[config.mk]
export PLATFORM = sky130hd
export DESIGN_NAME = seg7_scan_driver
export DESIGN_NICKNAME = d
export VERILOG_FILES = /design/src/rtl/seg7_scan_driver.sv
export SDC_FILE = /design/constraint.sdc
export NUM_CORES = 1
export LEC_CHECK = 0
export ABC_CLOCK_PERIOD_IN_PS = 2850
export BUFFER_PORTS_ARGS = -buffer_cell sky130_fd_sc_hd__buf_2
export CORE_UTILIZATION = 55
export CTS_CLUSTER_SIZE = 30
export DETAILED_ROUTE_END_ITERATION = 12
export PLACE_DENSITY_LB_ADDON = 0.12
export SYNTH_ARGS = -nofsm -noshare
export SYNTH_HDL_FRONTEND = slang
export SYNTH_SLANG_ARGS = --single-unit
[constraint.sdc]
create_clock -name i_Clock -period 2.85 [get_ports i_Clock]
set_input_delay 0.57 -clock i_Clock [delete_from_list [all_inputs] [get_ports i_Clock]]
set_output_delay 0.57 -clock i_Clock [all_outputs]
set_load 0.01 [all_outputs]
[src/rtl/seg7_scan_driver.sv]
`default_nettype none
`timescale 1ns/1ps
// ============================================================================
// seg7_scan_driver : multiplexed 7-segment driver with blink, leading-zero
//   blanking and frame-synchronised loading; SEG7_DIM_EN adds PWM dimming.
// Revision 1.0
// ============================================================================
module seg7_scan_driver #(
  parameter int NUM_DIGITS     = 4,
  parameter int REFRESH_DIV    = 256,
  parameter int BLINK_DIV      = 16384,
  parameter int ACTIVE_LOW_SEG = 0,
  parameter int ACTIVE_LOW_DIG = 0
) (
  input  logic                    i_Clock,
  input  logic                    i_Reset_n,
  input  logic                    i_Enable,
  input  logic                    i_Load,
  input  logic [4*NUM_DIGITS-1:0] i_Bcd,
  input  logic [NUM_DIGITS-1:0]   i_Dots,
  input  logic [NUM_DIGITS-1:0]   i_Blink_Mask,
  input  logic                    i_Blank_Lead,
`ifdef SEG7_DIM_EN
  input  logic [3:0]              i_Brightness,
`endif
  output logic [7:0]              o_Segments,
  output logic [NUM_DIGITS-1:0]   o_Digits,
  output logic                    o_Frame_Done,
  output logic                    o_Blink_Phase
);

  localparam int c_REF_W   = (REFRESH_DIV > 1) ? $clog2(REFRESH_DIV) : 1;
  localparam int c_SLOT_W  = (NUM_DIGITS > 1) ? $clog2(NUM_DIGITS) : 1;
  localparam int c_BLINK_W = (BLINK_DIV > 1) ? $clog2(BLINK_DIV) : 1;

  localparam logic [c_REF_W-1:0]    c_REF_LAST   = c_REF_W'(REFRESH_DIV - 1);
  localparam logic [c_SLOT_W-1:0]   c_SLOT_LAST  = c_SLOT_W'(NUM_DIGITS - 1);
  localparam logic [c_BLINK_W-1:0]  c_BLINK_LAST = c_BLINK_W'(BLINK_DIV - 1);
  localparam logic [7:0]            c_SEG_OFF    = (ACTIVE_LOW_SEG != 0) ? 8'hFF : 8'h00;
  localparam logic [NUM_DIGITS-1:0] c_DIG_OFF    = (ACTIVE_LOW_DIG != 0) ?
                                                   {NUM_DIGITS{1'b1}} : {NUM_DIGITS{1'b0}};

  logic [c_REF_W-1:0]      r_refresh_cnt;
  logic [c_SLOT_W-1:0]     r_slot;
  logic [c_BLINK_W-1:0]    r_blink_cnt;
  logic                    r_blink_phase;
  logic [4*NUM_DIGITS-1:0] r_shadow_bcd;
  logic [4*NUM_DIGITS-1:0] r_stage_bcd;
  logic [NUM_DIGITS-1:0]   r_shadow_dots;
  logic [NUM_DIGITS-1:0]   r_stage_dots;
  logic                    r_pending;
  logic [7:0]              r_seg;
  logic [NUM_DIGITS-1:0]   r_dig;
  logic                    r_frame_done;

  logic                    w_ref_tc;
  logic                    w_slot_tc;
  logic                    w_wrap;
  logic                    w_capture;
  logic                    w_blink_tc;
  logic                    w_phase_next;
  logic                    w_zero_run;
  logic [NUM_DIGITS-1:0]   w_lead_blank;
  logic [3:0]              w_cur_bcd;
  logic                    w_cur_dot;
  logic                    w_cur_mask;
  logic                    w_cur_blank;
  logic [NUM_DIGITS-1:0]   w_slot_onehot;
  logic                    w_duty;
  logic                    w_dig_on;
  logic [7:0]              w_seg_act;
  logic [NUM_DIGITS-1:0]   w_dig_act;

  function automatic logic [6:0] f_decode(input logic [3:0] bcd);
    case (bcd)
      4'd0:    return 7'b0111111;
      4'd1:    return 7'b0000110;
      4'd2:    return 7'b1011011;
      4'd3:    return 7'b1001111;
      4'd4:    return 7'b1100110;
      4'd5:    return 7'b1101101;
      4'd6:    return 7'b1111101;
      4'd7:    return 7'b0000111;
      4'd8:    return 7'b1111111;
      4'd9:    return 7'b1101111;
      default: return 7'b0000000;
    endcase
  endfunction

  assign w_ref_tc     = (r_refresh_cnt == c_REF_LAST);
  assign w_slot_tc    = (r_slot == c_SLOT_LAST);
  assign w_wrap       = i_Enable && w_ref_tc && w_slot_tc;
  assign w_capture    = !i_Enable || w_wrap;
  assign w_blink_tc   = (r_blink_cnt == c_BLINK_LAST);
  assign w_phase_next = w_blink_tc ? ~r_blink_phase : r_blink_phase;

  // Walk from the MSB down; blanking stops at the first nonzero digit, digit 0 never blanks.
  always_comb begin
    w_zero_run   = 1'b1;
    w_lead_blank = '0;
    for (int i = NUM_DIGITS - 1; i > 0; i--) begin
      w_zero_run      = w_zero_run && (r_shadow_bcd[4*i +: 4] == 4'd0);
      w_lead_blank[i] = i_Blank_Lead && w_zero_run;
    end
  end

  always_comb begin
    w_cur_bcd     = 4'd0;
    w_cur_dot     = 1'b0;
    w_cur_mask    = 1'b0;
    w_cur_blank   = 1'b0;
    w_slot_onehot = '0;
    for (int i = 0; i < NUM_DIGITS; i++) begin
      if (r_slot == c_SLOT_W'(i)) begin
        w_cur_bcd        = r_shadow_bcd[4*i +: 4];
        w_cur_dot        = r_shadow_dots[i];
        w_cur_mask       = i_Blink_Mask[i];
        w_cur_blank      = w_lead_blank[i];
        w_slot_onehot[i] = 1'b1;
      end
    end
  end

`ifdef SEG7_DIM_EN
  logic [3:0] r_pwm_cnt;

  always_ff @(posedge i_Clock or negedge i_Reset_n) begin
    if (!i_Reset_n) begin
      r_pwm_cnt <= 4'd0;
    end else begin
      r_pwm_cnt <= r_pwm_cnt + 4'd1;
    end
  end

  assign w_duty = (r_pwm_cnt <= i_Brightness);
`else
  assign w_duty = 1'b1;
`endif

  // Blink gating uses the phase being registered this edge so o_Digits and o_Blink_Phase stay aligned.
  assign w_dig_on  = i_Enable && !w_cur_blank && !(w_phase_next && w_cur_mask) && w_duty;
  assign w_dig_act = w_dig_on ? w_slot_onehot : '0;
  assign w_seg_act = i_Enable ? {w_cur_dot, (w_cur_blank ? 7'b0000000 : f_decode(w_cur_bcd))}
                              : 8'h00;

  always_ff @(posedge i_Clock or negedge i_Reset_n) begin
    if (!i_Reset_n) begin
      r_refresh_cnt <= '0;
      r_slot        <= '0;
    end else if (!i_Enable) begin
      r_refresh_cnt <= '0;
      r_slot        <= '0;
    end else if (w_ref_tc) begin
      r_refresh_cnt <= '0;
      r_slot        <= w_slot_tc ? '0 : r_slot + 1'b1;
    end else begin
      r_refresh_cnt <= r_refresh_cnt + 1'b1;
    end
  end

  always_ff @(posedge i_Clock or negedge i_Reset_n) begin
    if (!i_Reset_n) begin
      r_blink_cnt   <= '0;
      r_blink_phase <= 1'b0;
    end else begin
      r_blink_cnt   <= w_blink_tc ? '0 : r_blink_cnt + 1'b1;
      r_blink_phase <= w_phase_next;
    end
  end

  // The staging copy keeps the most recent load request until the frame boundary.
  always_ff @(posedge i_Clock or negedge i_Reset_n) begin
    if (!i_Reset_n) begin
      r_shadow_bcd  <= '0;
      r_shadow_dots <= '0;
      r_stage_bcd   <= '0;
      r_stage_dots  <= '0;
      r_pending     <= 1'b0;
    end else begin
      if (i_Load) begin
        r_stage_bcd  <= i_Bcd;
        r_stage_dots <= i_Dots;
      end
      if (w_capture) begin
        r_pending <= 1'b0;
        if (i_Load) begin
          r_shadow_bcd  <= i_Bcd;
          r_shadow_dots <= i_Dots;
        end else if (r_pending) begin
          r_shadow_bcd  <= r_stage_bcd;
          r_shadow_dots <= r_stage_dots;
        end
      end else if (i_Load) begin
        r_pending <= 1'b1;
      end
    end
  end

  always_ff @(posedge i_Clock or negedge i_Reset_n) begin
    if (!i_Reset_n) begin
      r_seg        <= c_SEG_OFF;
      r_dig        <= c_DIG_OFF;
      r_frame_done <= 1'b0;
    end else begin
      r_seg        <= w_seg_act ^ c_SEG_OFF;
      r_dig        <= w_dig_act ^ c_DIG_OFF;
      r_frame_done <= w_wrap;
    end
  end

  assign o_Segments    = r_seg;
  assign o_Digits      = r_dig;
  assign o_Frame_Done  = r_frame_done;
  assign o_Blink_Phase = r_blink_phase;

endmodule
`default_nettype wire

== Word-level counts from Yosys, hierarchy flattened ==
Memories as Yosys holds them, arrays and structs flattened.
Index checks and enable logic that the tools add are counted.

* Input port bits: 29
* Bits in writable memories: 0
* ROM bits: 112
* Logic and storage cells: 79
* Bits in latches: 0
* Output and inout port bits: 14
* Bits in registers: 79
* Memories kept: 1

{| class="wikitable"
|+ Memories
! memory !! depth !! width !! rd ports !! clocked after memory_dff !! wr ports !! RTL line !! source
|-
| (name not given) || 16 || 7 || 1 || 0 || 0 || 75 || <nowiki>case (bcd)</nowiki>
|}

* Shifts and indexed selects: 0
* Equality and inequality tests: 6
* Bitwise logic cells: 1
* Divide/modulo/power cells: 0
* Add/sub/neg operators: 3
* Magnitude comparators: 0
* Reduce and logical (&&, ||, !) cells: 21
* Mux-type cells: 35
* Multipliers: 0

{| class="wikitable"
|+ Operator list
! kind !! count
|-
| $mux 16 || 2
|-
| $mux 4 || 7
|-
| $mux 8 || 3
|-
| $mux 1 || 18
|-
| $add 14x1->14 const B || 1
|-
| $eq 14x14->1 const B || 1
|-
| $mux 14 || 1
|-
| $logic_not 4->1 || 3
|-
| $logic_and 1x1->1 || 10
|-
| $add 8x1->8 const B || 1
|-
| $eq 8x8->1 const B || 1
|-
| $mux 7 || 1
|-
| $mux 2 || 3
|-
| $eq 2x2->1 const B || 2
|-
| $reduce_bool 2->1 || 2
|-
| $logic_not 1->1 || 3
|-
| $add 2x1->2 const B || 1
|-
| $eq 2x1->1 const B || 1
|-
| $logic_not 2->1 || 1
|-
| $ne 2x1->1 const B || 1
|-
| $reduce_and 2->1 || 1
|-
| $logic_or 1x1->1 || 1
|-
| $not 1->1 || 1
|}

== Longest topological paths before layout ==
Gate-level depths: netlist (run 1).

* Word-level depth: 11
* Mapped depth: 12
* Mapped depth without buffers: 11

== Least setup slack after synthesis (run 1) ==
OpenSTA, ideal clock, no wires.

* Path type: flip-flop to flip-flop
* From: register r_slot[0]
* To: register r_seg[0], in the netlist o_Segments[0]
* Cell stages (with the launch flop): 10
* Arrival: 2.481 ns
* Period minus slack after synthesis: 2.576 ns
* Buffers on the path: 1
* Path slack: 0.274 ns
* Cell sequence: dfrtp_1 -> ha_1 -> buf_2 -> nand3b_1 -> a211oi_1 -> inv_1 -> ha_1 -> a21boi_0 -> or4bb_1 -> o31ai_1

* Word-level cells in the longest chain between the ends: 8

{| class="wikitable"
|+ RTL lines
! what !! RTL line !! source
|-
| start: declaration || 44 || <nowiki>logic [c_SLOT_W-1:0] r_slot;</nowiki>
|-
| start signal: assignment || 155 || <nowiki>r_slot <= w_slot_tc ? '0 : r_slot + 1'b1;</nowiki>
|-
| $logic_not 2->1 || 114 || <nowiki>if (r_slot == c_SLOT_W'(i)) begin</nowiki>
|-
| $mux 4 (4 in a row) || 114 ||
|-
| $mem_v2 16x7 || n/a ||
|-
| $mux 7 * || 143 || <nowiki>assign w_seg_act = i_Enable ? {w_cur_dot, (w_cur_blank ? 7'b0000000 : f_decode(w_cur_bcd))}</nowiki>
|-
| $mux 8 * || 143 ||
|-
| named net w_seg_act[0] || 71 || <nowiki>logic [7:0] w_seg_act;</nowiki>
|-
| end signal: assignment || 201 || <nowiki>r_seg <= c_SEG_OFF;</nowiki>
|-
| end signal: assignment || 205 || <nowiki>r_seg <= w_seg_act ^ c_SEG_OFF;</nowiki>
|-
| end: declaration || 52 || <nowiki>logic [7:0] r_seg;</nowiki>
|}

Mark *: on every way through the listed nets, which the timed path passes. The rest lies on a longest branch.
A chain may end at the register's enable or synchronous reset.

== Worst setup path after layout (run 1) ==
* From: register r_slot[1]
* To: register r_seg[0], in the netlist o_Segments[0]

The elaborated chain is that of the path after synthesis.

==> results of run 1 <==
[registers in the layout, indices dropped and copies added, names as in the netlist]
register       flops
r_slot             2
r_shadow_dots      4
r_refresh_cnt      8
o_Frame_Done       1
o_Blink_Phase      1
r_blink_cnt       14
r_stage_dots       4
o_Segments         8
o_Digits           4
r_shadow_bcd      16
r_pending          1
r_stage_bcd       16
[through the flow]
stage               instances  instance area [µm²]  utilization [%]
floorplan                 291                 3537                -
global placement          402                 3825            63.11
detailed placement        402                 3825            63.11
CTS                       418                 4048            66.78
global route              418                 4048            66.78
finish                    418                 4048            66.78
[cells in the final DEF (no fill, tap or decap), drive strengths merged, types with 2 or more instances in the layout]
master / n
dfrtp: 79
buf: 45
mux2: 40
nor2: 25
nand2: 21
ha: 12
a21oi: 12
clkbuf: 11
nand3: 9
xor2: 9
xnor2: 7
nand4: 6
o21ai: 6
inv: 5
nor2b: 5
nor3b: 5
and2: 5
nand3b: 4
nor4: 4
and3: 3
a211oi: 3
o31ai: 3
clkinv: 3
nand2b: 2
o211ai: 2
a221oi: 2
bufinv: 2
[cell families after synthesis]
group	after synthesis	synth area share (%)
muxes	41	13.02
xor gates and xnor gates	16	4.174
AOI/OAI and AO/OA	34	6.191
and+or+nand+nor	94	14.57
buffers and inverters	15	1.910
adders and majority gates	12	4.245
DFF	79	55.89
[how the worst max path moves through the flow]
| stage | slack [ps] | end | start |
|---|---|---|---|
| floorplan | 270 | o_Segments[0]$_DFF_PN0_ | r_slot[0]$_DFFE_PN0P_ |
| global placement | 440 | o_Segments[0]$_DFF_PN0_ | r_slot[1]$_DFFE_PN0P_ |
| detailed placement | 330 | o_Segments[0]$_DFF_PN0_ | r_slot[1]$_DFFE_PN0P_ |
| CTS | 310 | o_Segments[0]$_DFF_PN0_ | r_slot[1]$_DFFE_PN0P_ |
| global route | 110 | o_Segments[0]$_DFF_PN0_ | r_slot[1]$_DFFE_PN0P_ |
| finish | 300 | o_Segments[0]$_DFF_PN0_ | r_slot[1]$_DFFE_PN0P_ |
[per-layer routing]
metal | track usage, % | part of all wire [%] | vias up
met1 | 29.88 | 49 | 1099
li1 | - | - | 1109
met3 | 4.286 | 2.8 | 12
met5 | 0 | 0 | -
met2 | 33.47 | 47 | 47
met4 | 9.474 | 1.8 | 0
[power groups by stage]
stage	registers [µW]	logic, µW	clock network [µW]
floorplan	1300	201	0
global placement	1310	309	0
detailed placement	1320	317	0
CTS	1290	321	936
global route	1310	358	974
finish	1290	318	920
[final cells by class]
class / instances / area, µm² / share of cell area, %
Inverter: 6 / 22.52 / 0.5564
Clock buffer: 11 / 141.4 / 3.493
Timing Repair Buffer: 45 / 235.2 / 5.811
Multi-Input combinational cell: 197 / 1496 / 36.97
Sequential cell: 79 / 1977 / 48.84
Tap cell: 75 / 93.84 / 2.318
Clock inverter: 5 / 81.33 / 2.009
==> impl.org, run 1 <==
** Run status
- The flow ran to the end, and the final reports show no timing, DRC or antenna violations.

** Clock network
- Number of gates resized after CTS :: 0
- TritonCTS built the clock tree.
- In this run the clock root is driven by a sky130_fd_sc_hd__clkbuf_8.
- For the worst-skew pair, the clock arrives at the later sink with an insertion delay of 350 ps.
- CTS saw 79 sinks.
- The H-tree was split into 3 levels.
- Clock-pin slew was measured on the worst setup and hold paths at ~80 ps.
- Clock Tree Buf Depth :: 2
- Post-CTS Repair Setup Buffers :: 0
- TritonCTS buffer count :: 9
- The number of hold buffers added after CTS was 0.

** Floorplan
- For this configuration, the core starts out at a cell density of between 50% and 60%.
- Core Box Area :: 6061 µm²
- 43 I/O pins were placed.
- The floorplan step defined a die boundary enclosing a little under 7000 µm².
- The die is 82.20 µm tall.
- Floorplan row count :: 28
- Horizontal die dimension :: 82.20 µm

** Pwr
- Total net switching power :: 628.3 µW
- The completed layout was analyzed and its total power is 2532 µW.
- For this design the static power due to leakage is about 0.0018 µW.
- The clock network is responsible for 36.3% of the overall power.
- Combinational logic burns 12.5% of the power.
- In this run the power density over the cells is 625.5 nW/µm².
- Internal power :: 1903 µW
- Switching part of the total :: around a quarter
- Share of total power in sequential cells :: 51.1%
- Across the VDD grid, the largest voltage drop is 0.4362 mV.

** Detailed routing
- Via total after detailed routing :: 2,267
- In the routed layout, each cell is associated on average with a via count of ~5.4.
- Initial detailed-routing violation count :: 121
- Number of nets still failing antenna checks after routing :: 0
- Wire length reported by the detailed router :: 6434 µm
- Total iterations of the first detailed-routing run :: 4
- In the routed design, unresolved DRC markers number 0.
- In the final routed layout, each cell accounts on average for 15.39 µm.

** Cells and area
- Filler cell count in the final layout :: 455
- Area overhead of the layout relative to synthesis :: 14.43%
- N_diodes :: 0
- Share of layout cells above drive strength 1 :: 31.20%
- Final net count :: 379

** Worst setup path
- CP cell instances :: inv_1, ha_1, a211oi_1, a211oi_1, inv_1, ha_1, a21boi_0, or4bb_1, o31ai_1
- CP startpoint kind :: flop
- The worst setup path is captured at a flop.
- On the critical path the largest part of the delay comes from compound AO/OA/AOI/OAI gates.
- The worst register-to-register path ends at o_Segments[0]$_DFF_PN0_.
- Worst Path Arrival :: around 2800 ps
- Buf+Inv Stages, Crit Path :: 2
- Number of cells on the worst reg-to-reg path :: 9
- Highest fanout seen on the critical path :: 13
- In this run the critical register-to-register path is launched from r_slot[1]$_DFFE_PN0P_.
- The worst setup path is of the reg2reg kind.
- Slowest cell delay on critical path :: ~550 ps
- The slowest stage of the critical path belongs to the cell sky130_fd_sc_hd__or4bb_1.
- Worst path required time :: roughly 3000 ps
- Counting buffers and inverters, the worst setup path is 9 cells deep.
- For flop-to-flop paths, the worst setup slack is about 300 ps.

** Logic synthesis
- Top cells by area, synth :: sky130_fd_sc_hd__dfrtp_1, sky130_fd_sc_hd__mux2_2, sky130_fd_sc_hd__ha_1
- In the synthesized netlist the dominant register cell turns out to be sky130_fd_sc_hd__dfrtp_1.
- Sequential share of the synthesized area :: a little under three fifths
- For this run, the number of Yosys warnings is 0.
- The netlist uses 44 different library cells.
- Number of nets produced by synthesis :: 332
- Averaged over all synthesized cells, the footprint is ~12 µm².
- EDFF count, synth :: 0
- Fraction of post-synthesis cell area in the top cell type by area :: a little under three fifths
- Post-synth design cell area :: between 3000 and 4000 µm²
- After synthesis the netlist holds a flip-flop and latch count of 79.
- Number of instances in the synthesized netlist :: 291
- By instance count, the leading cell after synthesis is sky130_fd_sc_hd__dfrtp_1.
- Counting flops with an async set or reset pin after synthesis yields a share of 100.0%.
- Synth area leader :: sky130_fd_sc_hd__dfrtp_1
- Most common library cells after synthesis :: sky130_fd_sc_hd__dfrtp_1, sky130_fd_sc_hd__mux2_2, sky130_fd_sc_hd__nor2_1, sky130_fd_sc_hd__nand2_1

** STA
- Transition at the pin with the smallest max-transition slack :: 948.3 ps
- Relative slew slack :: 36.78%
- Setup repair after global routing left no endpoint under its margin.
- Final setup violating endpoints :: 0
- Final critical-path share of the clock period :: 89.31%
- Hold Slack :: 370.3 ps
- Timing would allow up to just under 400 MHz.
- Summed over all failing endpoints, the final setup total negative slack is 0 ps.
- Layout Skew :: 12.23 ps
- Final slew viol count :: 0
- After layout, the minimum clock period comes to 2545 ps.
- After layout, the worst setup slack is 304.6 ps.
- The count of endpoints failing hold in the final timing report is 0.

** Global route
- The number of global-route vias before repair was 2,274.
- Entering global routing, the biggest net connects 80 pins.
- Number of antenna violations at the first check in global routing :: 0
- The first global-routing pass estimated 10,730 µm of wire.
- Overflow left after global routing :: 0
- Total routing usage reported by global routing :: a little over a fifth

** Placement
- Worst slack, placed :: 328.0 ps
- RD Place Congestion :: 0.8550
- Summed over all nets, the half-perimeter wirelength after detailed placement is 4474 µm.
- Input and output buffers added on the ports amount to 42.

** Min path
- In this run the worst hold path is classified as in2async.

** Job
- Max-cap violations in this run came to 0.
Note: power is estimated with default switching activity, not from simulation.
==> inputs of run 2 (changes only) <==
--- a/config.mk
+++ b/config.mk
@@ -10,7 +10,8 @@
 export CORE_UTILIZATION = 55
 export CTS_CLUSTER_SIZE = 30
 export DETAILED_ROUTE_END_ITERATION = 12
-export PLACE_DENSITY_LB_ADDON = 0.12
+export GPL_TIMING_DRIVEN = 0
+export PLACE_DENSITY = 0.76
 export SYNTH_ARGS = -nofsm -noshare
 export SYNTH_HDL_FRONTEND = slang
 export SYNTH_SLANG_ARGS = --single-unit
==> impl.org, run 2 (synthesized netlist as in run 1, its figures left out) <==
** Run status
- The run finished with clean final reports.

** Worst setup path
- Crit. End Element :: flop
- STA classifies the critical path startpoint as a flop.
- Kind of critical path :: reg2reg
- Worst Path Arrival :: a little under 3000 ps
- Highest fanout seen on the critical path :: 10
- Worst path required time :: 3090 ps

** Detailed routing
- In this run the remaining antenna-violating nets after routing total 0.
- Wire length reported by the detailed router :: about 6400 µm
- Final routed DRC violation total :: 0
- Via total after detailed routing :: 2,316
- Average detailed-routed wire length per instance :: 14.91 µm
- Initial detailed-routing violation count :: 134
- The first TritonRoute pass finished after 4 iterations.
- Using the TritonRoute via totals, the vias-per-cell ratio works out to 5.437.

** Cells and area
- The area growth from synthesis to layout is 16.02%.
- Registers with the most flip-flops :: r_shadow_bcd (16), r_stage_bcd (16), r_blink_cnt (14)
- Final net count :: about 390
- Filler cell count in the final layout :: between 400 and 500
- N_diodes :: 0
- Leading cell type in the layout, fill and taps excluded :: sky130_fd_sc_hd__dfrtp_1
- Share of layout cells above drive strength 1 :: 31.34%
- Post-route standard cell area excluding fillers :: 4104 µm²
- Leaving out fill and tap cells, the most frequent cells in the layout are sky130_fd_sc_hd__dfrtp_1, sky130_fd_sc_hd__buf_2, sky130_fd_sc_hd__mux2_2.

** Global route
- The first global-routing pass estimated 10,720 µm of wire.
- Busiest layer in global routing :: met2
- Global routing met3 resource utilization :: under 10%
- The initial antenna violation count was 0.
- For this run, global-route usage on met2 was measured as 33.72%.
- The number of global-route vias before repair came to 2,253.
- Summed over all layers, the global routing overflow is 0.
- Global Route met1 Usage :: a little under 30%
- Global routing used about 22% of the available tracks across all layers.
- Entering global routing, the biggest net connects 44 pins.

** Pwr
- P_leak :: ~0.0019 µW
- VDD IR-drop max :: 0.4169 mV
- Power density over the cells :: 612.7 nW/µm²

** Clock network
- Level count of the clock H-tree :: 3
- Clock Tree Buf Depth :: 2
- Buffers inserted during clock tree synthesis total 9.
- The clock drives 79 sinks.
- Insertion delay of the later-clocked pin in the worst-skew pair :: 350 ps
- Clock transition at the register clock pins on the worst setup and hold paths after CTS :: about 80 ps
- Root Buffer :: sky130_fd_sc_hd__clkbuf_8
- TritonCTS built the clock tree.

** STA
- Hold timing on the final database bottoms out at a slack of 169.1 ps.
- Static timing analysis puts the maximum clock frequency at 375.1 MHz.
- Layout Skew :: 9.055 ps
- Final Hold Viols :: 0
- Relative slew slack :: 63.40%
- Final critical-path share of the clock period :: 93.55%
- Unrepaired setup endpoints after global routing :: no
- Final critical-path setup slack :: 183.9 ps
- The max-slew violation count was 0.
- Transition at the pin with the smallest max-transition slack :: 549.0 ps
- Final setup violating endpoints :: 0
- The worst path needs ~2700 ps of the cycle, external delays included.
- Summed over all failing endpoints, the final setup total negative slack is 0 ps.

** Floorplan
- The die covers 6756 µm².
- The floorplan has 28 rows.
- Die span in y :: 82.20 µm
- Horizontal die dimension :: 82.20 µm
- Io pins :: 43
- The region available for standard cell placement spans 6061 µm².
- Once the floorplan was initialized, standard cells occupied 58.36% of the core.

** Job
- Max-cap violations in this run came to 0.

** Placement
- Half-perimeter wire length after detailed placement :: 4541 µm
- Routability-driven placement finished with a final weighted congestion of approximately 0.94.
- PortBufs :: 42
- Placed standard-cell area :: 3864 µm²
- Prior to clock tree synthesis, the placed netlist has a worst setup slack of -185.4 ps.

** Min path
- The tightest min-delay check is of the in2async type.
-- run 2: cell types whose count changed in the layout (fill, tap and decap cells not counted), sizes merged --
cell and change:
buf +5, clkinv -2, clkbuf +5
-- run 2: per-stage QoR --
step | cells | power [µW] | utilization [%]
6_report | 426 | 2514 | 67.71
5_1_grt | 426 | 2643 | 67.71
4_1_cts | 424 | 2523 | 67.34
3_5_place_dp | 409 | 1634 | 63.75
3_3_place_gp | 408 | 1616 | 63.38
2_1_floorplan | 291 | 1504 | -
-- run 2: per-layer routing --
layer / up-vias / wire length (µm)
met4: 0 / 69
li1: 1126 / -
met5: - / 0
met3: 7 / 246
met1: 1127 / 3001
met2: 56 / 3034
-- run 2: final timing paths --
kind / to / cells after the start / slack [ps] / start
min in group i_Clock: o_Digits[3]$_DFF_PN0_ / 2 / 460 / i_Blink_Mask[3]
max reg2reg: o_Segments[3]$_DFF_PN0_ / 10 / 180 / r_slot[1]$_DFFE_PN0P_
min reg2reg: r_blink_cnt[12]$_DFF_PN0_ / 1 / 490 / r_blink_cnt[12]$_DFF_PN0_
min: r_blink_cnt[4]$_DFF_PN0_ / 1 / 170 / i_Reset_n
max: o_Segments[3]$_DFF_PN0_ / 10 / 180 / r_slot[1]$_DFFE_PN0P_
max in group asynchronous: r_stage_bcd[5]$_DFFE_PN0P_ / 2 / 2090 / i_Reset_n
-- run 2: what timing repair did --
action,CTS,global route
endpoints found under the setup margin,2,2
hold buffers,0,0
buffers inserted,0,2
resized for setup,1,1
pin swaps,0,1
-- run 2: worst max-delay path: stages (launching register included) --
cell and delay [ps]:
sky130_fd_sc_hd__dfrtp_1 410, sky130_fd_sc_hd__inv_1 90, sky130_fd_sc_hd__ha_1 230, sky130_fd_sc_hd__buf_2 190, sky130_fd_sc_hd__nand3b_1 220, sky130_fd_sc_hd__a211oi_4 300
sky130_fd_sc_hd__inv_1 130, sky130_fd_sc_hd__ha_1 210, sky130_fd_sc_hd__a21boi_0 130, sky130_fd_sc_hd__or4bb_1 550, sky130_fd_sc_hd__o31ai_1 100
-- run 2: power by group --
group | switching [µW] | leakage [µW] | internal, µW | total (µW)
Combinational | 165 | 0.000792 | 167 | 332
Sequential | 60.9 | 0.000985 | 1230 | 1290
Clock | 378 | 0.000103 | 513 | 891
Total | 603 | 0.00188 | 1910 | 2510
-- run 2: layout make-up --
type                            instances  area (µm²)  share of cell area (%)
Sequential cell                        79        1977                   48.17
Clock buffer                           12       145.1                   3.537
Clock inverter                          3       67.56                   1.646
Tap cell                               75       93.84                   2.287
Inverter                                6       22.52                  0.5488
Timing Repair Buffer                   45       247.7                   6.037
Multi-Input combinational cell        197        1505                   36.68
Buffer                                  9       45.04                   1.098
==> inputs of run 3 (changes only) <==
--- a/config.mk
+++ b/config.mk
@@ -7,11 +7,10 @@
 export LEC_CHECK = 0
 export ABC_CLOCK_PERIOD_IN_PS = 2850
 export BUFFER_PORTS_ARGS = -buffer_cell sky130_fd_sc_hd__buf_2
-export CORE_UTILIZATION = 55
+export CORE_UTILIZATION = 43
 export CTS_CLUSTER_SIZE = 30
 export DETAILED_ROUTE_END_ITERATION = 12
 export GPL_TIMING_DRIVEN = 0
-export PLACE_DENSITY = 0.76
 export SYNTH_ARGS = -nofsm -noshare
 export SYNTH_HDL_FRONTEND = slang
 export SYNTH_SLANG_ARGS = --single-unit
==> impl.org, run 3 (synthesized netlist as in run 1, its figures left out) <==
** STA
- For the pin with the worst max-slew slack, the measured transition is 592.9 ps.
- Layout Skew :: 16.07 ps
- Final total negative setup slack :: 0 ps
- Final Hold Viols :: 0
- The max-slew violation count was 0.
- Shortest clock period the worst path allows after layout :: 2664 ps
- Derived from the worst setup path, the maximum achievable clock frequency is 375.3 MHz.
- Final critical-path share of the clock period :: 93.49%
- Final setup violating endpoints :: 0
- Relative slew slack :: 60.48%

** Pwr
- Power density over the cells :: 647.2 nW/µm²
- P_leak :: 0.001913 µW
- VDD IR-drop max :: between 0.2 and 0.3 mV
- Total power draw :: roughly 2700 µW

** Cells and area
- Commonest cells after routing, fill and taps aside :: sky130_fd_sc_hd__dfrtp_1, sky130_fd_sc_hd__buf_2, sky130_fd_sc_hd__mux2_2
- In the final layout, the multi-input gates occupy 1505 µm².
- Register area :: around 2000 µm²
- Final core area utilization :: 53.56%
- The largest registers in the layout are r_shadow_bcd (16), r_stage_bcd (16), r_blink_cnt (14).
- The library cell used most frequently in the layout, excluding fill and tap cells, is sky130_fd_sc_hd__dfrtp_1.
- The net count of the finished layout is 388.
- Filler cell count in the final layout :: 739
- Post-Layout Cell Count :: around 450
- Area overhead of the layout relative to synthesis :: 18.82%
- N_diodes :: 0
- The post-route netlist has 32.10% of its cells at a drive strength greater than 1.

** Clock network
- Clock sink total :: 79
- The longest clock path from root to sink contains 2 buffers.
- Clock latency on the worst-skew pair, taken at its later pin, is 350 ps.
- Counting the buffers created by CTS gives 9.
- Hold-fix buffers at CTS :: 0
- TritonCTS built the clock tree.
- After clock tree synthesis, the clock-pin slew on the worst setup and hold paths is 90 ps.
- The cell sitting at the root of the clock tree is a sky130_fd_sc_hd__clkbuf_8.
- CTS built an H-tree with a depth of 3.

** Global route
- The number of global-route vias before repair came to 2,318.
- In the global route stage, overall resource usage came out at 17.44%.
- Number of antenna violations at the first check in global routing :: 0
- Global-route wire length before repair :: between 10,000 and 15,000 µm
- Overflow left after global routing :: 0
- Largest net degree at the start of global routing :: 50

** Detailed routing
- The first detailed-routing pass took 4 iterations.
- The routed layout has roughly 2,300 vias.
- Average detailed-routed wire length per instance :: between 10 and 15 µm
- Post-detailed-route via-to-cell ratio :: 5.070
- Wire length reported by the detailed router :: 6591 µm
- Final routed DRC violation total :: 0
- Initial detailed-routing violation count :: 95
- Number of nets still failing antenna checks after routing :: 0

** Worst setup path
- The worst setup path is captured at a flop.
- For this run, the slowest stage of the critical path takes ~540 ps.
- CP startpoint kind :: flop
- At the worst endpoint, the required time is 3080 ps.
- Across all register-to-register paths, the minimum setup slack is 190 ps.
- STA puts the critical path data arrival time at 2900 ps.
- By instance count, the cell type seen most on the critical path is sky130_fd_sc_hd__ha_1.
- The critical path goes through inv_1, ha_1, buf_2, nand3b_1, a211oi_4, inv_2, ha_1, a21boi_0, or4bb_1, o31ai_1.
- Kind of critical path :: reg2reg
- For this design, the slowest cell found on the critical path is sky130_fd_sc_hd__or4bb_1.
- In this run the worst path has a maximum fanout of 10.

** Placement
- The number of placed instances, taps included, is about 440.
- At the end of routability-driven placement, the weighted congestion stood at 0.8143.
- Half-perimeter wire length after detailed placement :: 4764 µm
- PortBufs :: 42

** Min path
- The worst hold path belongs to the class in2async.

** Floorplan
- In this run the standard cell core region covers 7848 µm².
- The floorplan step set the die width to 92.70 µm.
- From bottom edge to top edge, the die measures 92.70 µm.
- Pin placement for this block handled 43 I/O pins.
- Initial cell density of the core :: 45.07%
- The die covers 8592 µm².
- The floorplan has 32 rows.

** Job
- # Max-Cap Violations :: 0

** Run status
- Result of the run :: finished, final reports clean
run 3: area by class of cell:
class | instances | area share (%)
plain buffers | 9 | 1.072
inverters | 6 | 0.5359
clock inverters | 5 | 3.066
flip-flops and latches | 79 | 47.04
multi-input cells | 197 | 35.81
clock buffers | 11 | 3.364
well taps | 102 | 3.037
repair buffers | 45 | 6.073
run 3: per-stage QoR:
stage	setup WS [ps]	cell area [µm²]	hold WS (ps)
after detailed placement	-267.7	3905	474.8
after CTS	80.32	4188	139.0
after global routing	-9.339	4203	152.5
after floorplan	273.7	3537	274.4
final	185.6	4203	142.4
after global placement	-180.0	3875	467.9
run 3: routing by layer:
| layer | GRT usage (%) | vias to the layer above | wire [µm] |
|---|---|---|---|
| met5 | 0 | - | 0 |
| met4 | 6.923 | 0 | 65 |
| met3 | 3.530 | 6 | 255 |
| met2 | 26.30 | 47 | 2971 |
| met1 | 24.72 | 1124 | 3298 |
| li1 | - | 1125 | - |
run 3: path summary, 6_finish.rpt:
| kind | start | cells past startpoint | end |
|---|---|---|---|
| setup / recovery | r_slot[1]$_DFFE_PN0P_ | 10 | o_Segments[0]$_DFF_PN0_ |
| hold / removal | i_Reset_n | 1 | r_blink_cnt[5]$_DFF_PN0_ |
| setup reg to reg | r_slot[1]$_DFFE_PN0P_ | 10 | o_Segments[0]$_DFF_PN0_ |
| hold reg to reg | r_blink_cnt[0]$_DFF_PN0_ | 1 | r_blink_cnt[0]$_DFF_PN0_ |
| max in group asynchronous | i_Reset_n | 2 | r_pending$_DFFE_PN0P_ |
| min in group i_Clock | i_Blink_Mask[3] | 2 | o_Digits[3]$_DFF_PN0_ |
run 3: critical path, delay by kind of cell, from the launching register on:
kind,cells,cell delay [ps]
AOI/OAI and AO/OA,3,600
and+or+nand+nor,2,770
adders and majority gates,2,420
DFF,1,400
buffers and inverters,3,370
run 3: repair_timing:
item	CTS	global route
resized for setup	2	1
buffers inserted	0	2
endpoints found under the setup margin	2	2
hold endpoints to repair	0	0
pin swaps	0	1
run 3: power by group:
| part | switching [µW] | internal [µW] | leakage [µW] |
|---|---|---|---|
| clock | 399 | 697 | 0.000134 |
| combinational | 167 | 168 | 0.000794 |
| sequential | 59.3 | 1230 | 0.000985 |
| total | 625 | 2100 | 0.00191 |
